<file path="src/rtl/reg_file_dump.sv">
// KGP-RISC architectural register file with write-first read ports
// and a valid/ready debug engine that streams all registers out.
module reg_file_dump #(
    parameter int DATA_W = 32,
    parameter int ADDR_W = 5
) (
    input  logic              clk,
    input  logic              rst,
    input  logic              wr_en,
    input  logic [ADDR_W-1:0] wr_addr,
    input  logic [DATA_W-1:0] wr_data,
    input  logic [ADDR_W-1:0] rs_addr,
    output logic [DATA_W-1:0] rs_data,
    input  logic [ADDR_W-1:0] rt_addr,
    output logic [DATA_W-1:0] rt_data,
    input  logic              dump_start,
    output logic              dump_busy,
    output logic              dbg_valid,
    input  logic              dbg_ready,
    output logic [DATA_W-1:0] dbg_data,
    output logic [ADDR_W-1:0] dbg_idx,
    output logic              dbg_last
);

    localparam int NREG = 2 ** ADDR_W;
    localparam logic [ADDR_W-1:0] LAST_IDX = ADDR_W'(NREG - 1);

    localparam logic IDLE   = 1'b0;
    localparam logic STREAM = 1'b1;

    logic [DATA_W-1:0] regs [NREG];
    logic              state;

    logic              wr_hit;
    logic              hshake;
    logic              load_en;
    logic              done;
    logic [ADDR_W-1:0] load_idx;
    logic [DATA_W-1:0] load_val;

    assign wr_hit = wr_en && (wr_addr != '0);

    // Register 0 is hardwired: never written, so it never needs bypass.
    always_ff @(posedge clk) begin
        if (rst) begin
            for (int i = 0; i < NREG; i++) begin
                regs[i] <= '0;
            end
        end else if (wr_hit) begin
            regs[wr_addr] <= wr_data;
        end
    end

    always_comb begin
        rs_data = regs[rs_addr];
        if (rs_addr == '0) begin
            rs_data = '0;
        end else if (wr_hit && (wr_addr == rs_addr)) begin
            rs_data = wr_data;
        end
    end

    always_comb begin
        rt_data = regs[rt_addr];
        if (rt_addr == '0) begin
            rt_data = '0;
        end else if (wr_hit && (wr_addr == rt_addr)) begin
            rt_data = wr_data;
        end
    end

    assign hshake  = (state == STREAM) && dbg_ready;
    assign done    = hshake && (dbg_idx == LAST_IDX);
    assign load_en = ((state == IDLE) && dump_start)
                   || (hshake && (dbg_idx != LAST_IDX));

    always_comb begin
        load_idx = '0;
        if (state == STREAM) begin
            load_idx = dbg_idx + ADDR_W'(1);
        end
    end

    // The word is captured with the same write-first view as the read ports.
    always_comb begin
        load_val = regs[load_idx];
        if (load_idx == '0) begin
            load_val = '0;
        end else if (wr_hit && (wr_addr == load_idx)) begin
            load_val = wr_data;
        end
    end

    always_ff @(posedge clk) begin
        if (rst) begin
            state    <= IDLE;
            dbg_data <= '0;
            dbg_idx  <= '0;
            dbg_last <= 1'b0;
        end else begin
            if (load_en) begin
                state    <= STREAM;
                dbg_data <= load_val;
                dbg_idx  <= load_idx;
                dbg_last <= (load_idx == LAST_IDX);
            end else if (done) begin
                state    <= IDLE;
                dbg_last <= 1'b0;
            end
        end
    end

    assign dbg_valid = (state == STREAM);
    assign dump_busy = (state == STREAM);

endmodule

</file>
<file path="config.mk">
export PLATFORM = sky130hd
export DESIGN_NAME = reg_file_dump
export DESIGN_NICKNAME = d
export VERILOG_FILES = /design/src/rtl/reg_file_dump.sv
export SDC_FILE = /design/constraint.sdc
export NUM_CORES = 2
export LEC_CHECK = 0
export ABC_CLOCK_PERIOD_IN_PS = 11000
export BUFFER_PORTS_ARGS = -buffer_cell sky130_fd_sc_hd__buf_2
export CORE_ASPECT_RATIO = 1.2
export CORE_MARGIN = 1.5
export CORE_UTILIZATION = 34
export CTS_CLUSTER_DIAMETER = 40
export DETAILED_ROUTE_END_ITERATION = 16
export SLEW_MARGIN = 30
export SYNTH_ARGS = -nofsm -noshare
export SYNTH_HDL_FRONTEND = slang
export SYNTH_SLANG_ARGS = --single-unit
</file>
<file path="constraint.sdc">
create_clock -name clk -period 11 [get_ports clk]
set_input_delay 2.2 -clock clk [delete_from_list [all_inputs] [get_ports clk]]
set_output_delay 2.2 -clock clk [all_outputs]
set_load 0.03 [all_outputs]
</file>
Word-level counts from Yosys, hierarchy flattened
Memories as Yosys holds them, arrays and structs flattened.
Index checks and enable logic that the tools add are counted.
{"block": "totals", "input_bits": 52, "mem_bits_ro": 0, "ramBits": 1024, "ff_bits": 39, "memories": 1, "latchBits": 0}
{"name": "regs", "words": 32, "word_bits": 32, "read_ports": 3, "rd_clocked_by_memory_dff": 0, "write_ports": 32, "line_no": "31", "text": "logic [DATA_W-1:0] regs [NREG];"}
{"block": "op_classes", "n_eq_ne": 6, "add_sub_neg": 1, "multipliers": 0, "n_shift": 0, "magnitude_cmp": 0, "reduce_logical": 15, "bitwise_logic": 1, "muxes": 18, "div": 0}
{"operator": "$mux 32", "count": 7}
{"operator": "$reduce_or 32->1", "count": 1}
{"operator": "$eq 5x5->1", "count": 3}
{"operator": "$logic_not 5->1", "count": 3}
{"operator": "$eq 5x5->1 const B", "count": 2}
{"operator": "$mux 5", "count": 2}
{"operator": "$mux 1", "count": 9}
{"operator": "$logic_and 1x1->1", "count": 8}
{"operator": "$add 5x1->5 const B", "count": 1}
{"operator": "$ne 5x5->1 const B", "count": 1}
{"operator": "$reduce_bool 5->1", "count": 1}
{"operator": "$reduce_bool 2->1", "count": 1}
{"operator": "$logic_or 1x1->1", "count": 1}
{"operator": "$not 1->1", "count": 1}

Longest topological paths before layout
{"block": "logic_depth", "depth_word": 7, "mapped_depth": 12}

Worst setup path before layout
No wires, ideal clock.
{"block": "synth_timing", "path_type": "input port to output port", "start": "input port wr_addr[4]", "end": "output port rt_data[10]", "t_arrival_ns": 4.325, "path_stages": 8, "path_slack_ns": 4.475, "path_cell_list": "or3_1 > buf_2 > o31ai_2 > nor4_1 > nand3_1 > buf_2 > nor2_1 > a211oi_1"}
{"block": "synth_between", "elab_chain_cells": 5}
{"element": "start, declared", "line_no": "10", "text": "input logic [ADDR_W-1:0] wr_addr,"}
{"element": "$reduce_bool 5->1", "line_no": "41", "text": "assign wr_hit = wr_en && (wr_addr != '0);"}
{"element": "$logic_and 1x1->1", "line_no": "41"}
{"element": "$logic_and 1x1->1 *", "line_no": "67", "text": "end else if (wr_hit && (wr_addr == rt_addr)) begin"}
{"element": "$mux 32 *", "line_no": "67"}
{"element": "$mux 32 *", "line_no": "65", "text": "if (rt_addr == '0) begin"}
{"element": "end, declared", "line_no": "15", "text": "output logic [DATA_W-1:0] rt_data,"}
Every way passes the cells marked *; elsewhere a longest branch is shown, timed or not.

Final worst setup path
{"block": "layout_timing", "start": "input port wr_addr[2]", "end": "output port rs_data[10]"}
{"block": "layout_between", "elab_chain_cells": 5}
{"element": "$reduce_bool 5->1", "line_no": "41"}
{"element": "$logic_and 1x1->1", "line_no": "41"}
{"element": "$logic_and 1x1->1 *", "line_no": "58", "text": "end else if (wr_hit && (wr_addr == rs_addr)) begin"}
{"element": "$mux 32 *", "line_no": "58"}
{"element": "$mux 32 *", "line_no": "56", "text": "if (rs_addr == '0) begin"}
{"element": "end, declared", "line_no": "13", "text": "output logic [DATA_W-1:0] rs_data,"}
Marked as above.

==> impl_results.md <==
- Max cap viols: 0
- GPL Wtd Cong: between 0.8 and 0.9
- Status: completed
- Sequential Power Share: a little over two fifths
- Final critical-path share of the clock period: 74.5%
- PortBufs: ~160
- Post-synth EDFFs: 1024
- Antenna violations before repair: between 40 and 50
- Total GRT Usage: 29.5%
- Worst Path Required: about 8.8 ns
- CP startpoint kind: input port
- CTS tree: done
- Final-stage net count: 4744
- Count of hold-fix buffers inserted at cts: 0
- Endpoints failing setup: 0
- Clk pin slew, worst setup/hold paths: approximately 0.06 ns
- WP data arrival: about 6 ns
- Post-DRT Antenna Nets: 0
- Skew final: 0.0301 ns
- Post-CTS sizing: 0
- Residual DRC: 0
- Pleak: between 20 and 25 nW
- Area Overhead vs Synth: 13.7%
- TritonCTS Buffers: 140
- Met2 usage: between 40% and 50%
- Max-Slew Margin vs Limit: roughly 23%
- Most frequent cells in the layout: 1024 x edfxtp_1, 999 x and2_1, 732 x mux4_2
- Final std cells w/o fill: around 7400
- Crit-path max FO: 33
- Clock root buffer: clkbuf_16
- Max Slew Vio Count: 0
- P_sw: about 3.3 mW
- RSZ-0062 raised after global routing: false
- I/O pin count: ~160
- First-pass GRT wire length: approximately 400 mm
- Post-Place Cells: between 7000 and 8000
- Yosys warning count: 0
- Core area: 192000 um^2
- Synth area leaders: edfxtp_1 47%, mux4_2 25%, and2_1 9.5%, mux2i_1 3.3%, clkbuf_1 1.9%
- Vias per cell: just under 7
- Clock power share: 41.7%
- Met1 Resource Use GR: between 30% and 40%
- Post-synthesis async set-or-reset flop share: 0%
- DR pass1 iterations: 8
- Crit path capture type: primary output
- WL final: about 290 mm
- Switching share of total power: between 20% and 30%
- Synthesized area: 66000 um^2
- Post-CTS setup buffers: 0
- Fin Setup TNS: 0 ns
- HPWL after DPL: 168 mm
- Hold crit path type: reg2reg
- Bufs on Longest Clock Path: 3
- Clk sink count: approximately 1100
- Syn Area/Cell: 13.9 um^2
- GRT busiest layer: met2
- Proportion of netlist area held by the largest area contributor: a little under half
- Slew @ Worst Pin: roughly 1.2 ns
- Largest net degree at the start of global routing: around 110
- Most common cell after layout, fill and taps aside: edfxtp_1
- DR vias: ~50000
- Int Power: 8.25 mW
- Utilization after layout: 39.0%
- Die Ht: ~500 um
- Setup CP Type: in2out
- Peak Freq: 122 MHz
- Clk_lat worst skew: a little over 0.8 ns
- Count of final hold-check violations: 0
- Pwr Density: about 150 nW/um^2
- Site row count: between 150 and 200
- Top FF cell, synth: edfxtp_1
- FF+latch count, synth: between 1000 and 1500
- Post-synthesis sequential area ratio: 47.8%
- Yosys cell types: between 70 and 80
- Post-synthesis cell count: 4739
- Die area: 197000 um^2
- Minimum clock period: approximately 8 ns
- Vias in the first global route: roughly 48000
- Synth area leader: edfxtp_1
- Layout cells sized above 1: ~30%
- Total power: ~12 mW
- Avg WL per Cell: between 30 and 40 um
- Worst VDD drop: between 0.15 and 0.2 mV
- DIE WIDTH: 405 um
- H-Tree Depth: 4
- Final hold slack: about 0.47 ns
- Total gr overflow: 0
- GR Layer Usage met3: 10.6%
- Starting Density: between 30% and 40%
- Logic pwr share: 16.3%
- Drt initial violations: around 9700
sequential cells by signal, indices dropped and copies added (netlist names):
register	flops
dbg_data	32
dbg_last	1
regs	1024
dbg_valid	1
dbg_idx	5
layout make-up:
cell class / count / area (um^2)
Fill cell: 17700 / 117000
Inverter: 6 / 32.5
Clock inverter: 87 / 962
Antenna cell: 23 / 57.6
Multi-Input combinational cell: 3154 / 32900
Sequential cell: 1063 / 31500
Tap cell: 2581 / 3230
Timing Repair Buffer: 325 / 2500
Clock buffer: 169 / 3850
layer usage:
| metal | up-vias | part of all wire, % |
|---|---|---|
| met5 | - | 0.11 |
| met2 | 4880 | 44 |
| li1 | 18500 | - |
| met3 | 1213 | 15 |
| met1 | 25300 | 33 |
| met4 | 30 | 7.5 |
cells in the mapped netlist, types with 49 or more instances:
library cell	n
a21oi_1	100
and2_1	1000
buf_2	132
clkbuf_1	335
edfxtp_1	1024
mux2i_1	218
mux4_2	732
nand2_1	123
nand3_1	61
nor2_1	176
nor2b_1	61
o21ai_0	193
o22ai_1	49
metrics by stage:
step | setup slack [ns] | area (um^2)
finish | 2.81 | 75100
CTS | 2.97 | 74800
global route | 2.87 | 75000
global placement | 2.85 | 69700
detailed placement | 2.97 | 70000
floorplan | 4.48 | 66100
worst paths after layout:
check / from / endpoint / slack [ns] / cells after the start
worst max-delay path: wr_addr[2] / rs_data[10] / 2.81 / 9
worst min-delay path: dbg_data[6]$_SDFFE_PP0P_ / dbg_data[6]$_SDFFE_PP0P_ / 0.47 / 2
worst max register to register: dbg_idx[0]$_SDFFE_PP0P_ / dbg_data[8]$_SDFFE_PP0P_ / 6.15 / 9
worst min register to register: dbg_data[6]$_SDFFE_PP0P_ / dbg_data[6]$_SDFFE_PP0P_ / 0.47 / 2
logic make-up (layout without fill, tap and decap cells):
kind of cell	count (synthesis)	after routing	synth area share [%]
buffers and inverters	553	587	3.77
adders and majority gates	2	2	0.0379
and+or+nand+nor	1471	1471	12.8
AOI/OAI and AO/OA	657	657	6.65
DFF	1063	1063	47.8
muxes	976	976	28.8
other	1	55	0.00568
xor gates and xnor gates	16	16	0.246
worst max-delay path, stage by stage:
cell      delay (ns)
buf_2           0.26
or3_1           0.56
o31ai_2         0.21
nor4_4          0.40
buf_4           0.63
o21bai_4        0.39
buf_4           0.48
o21ai_0         0.45
buf_2           0.32
power groups by stage:
stage | combinational (mW) | sequential, mW | clock (mW)
floorplan | 1.16 | 4.87 | 0
global placement | 1.82 | 4.90 | 0
detailed placement | 1.83 | 4.92 | 0
CTS | 1.84 | 4.84 | 4.81
global route | 1.92 | 4.87 | 4.95
finish | 1.89 | 4.85 | 4.81
No activity file was read; power rests on OpenSTA's default activity.
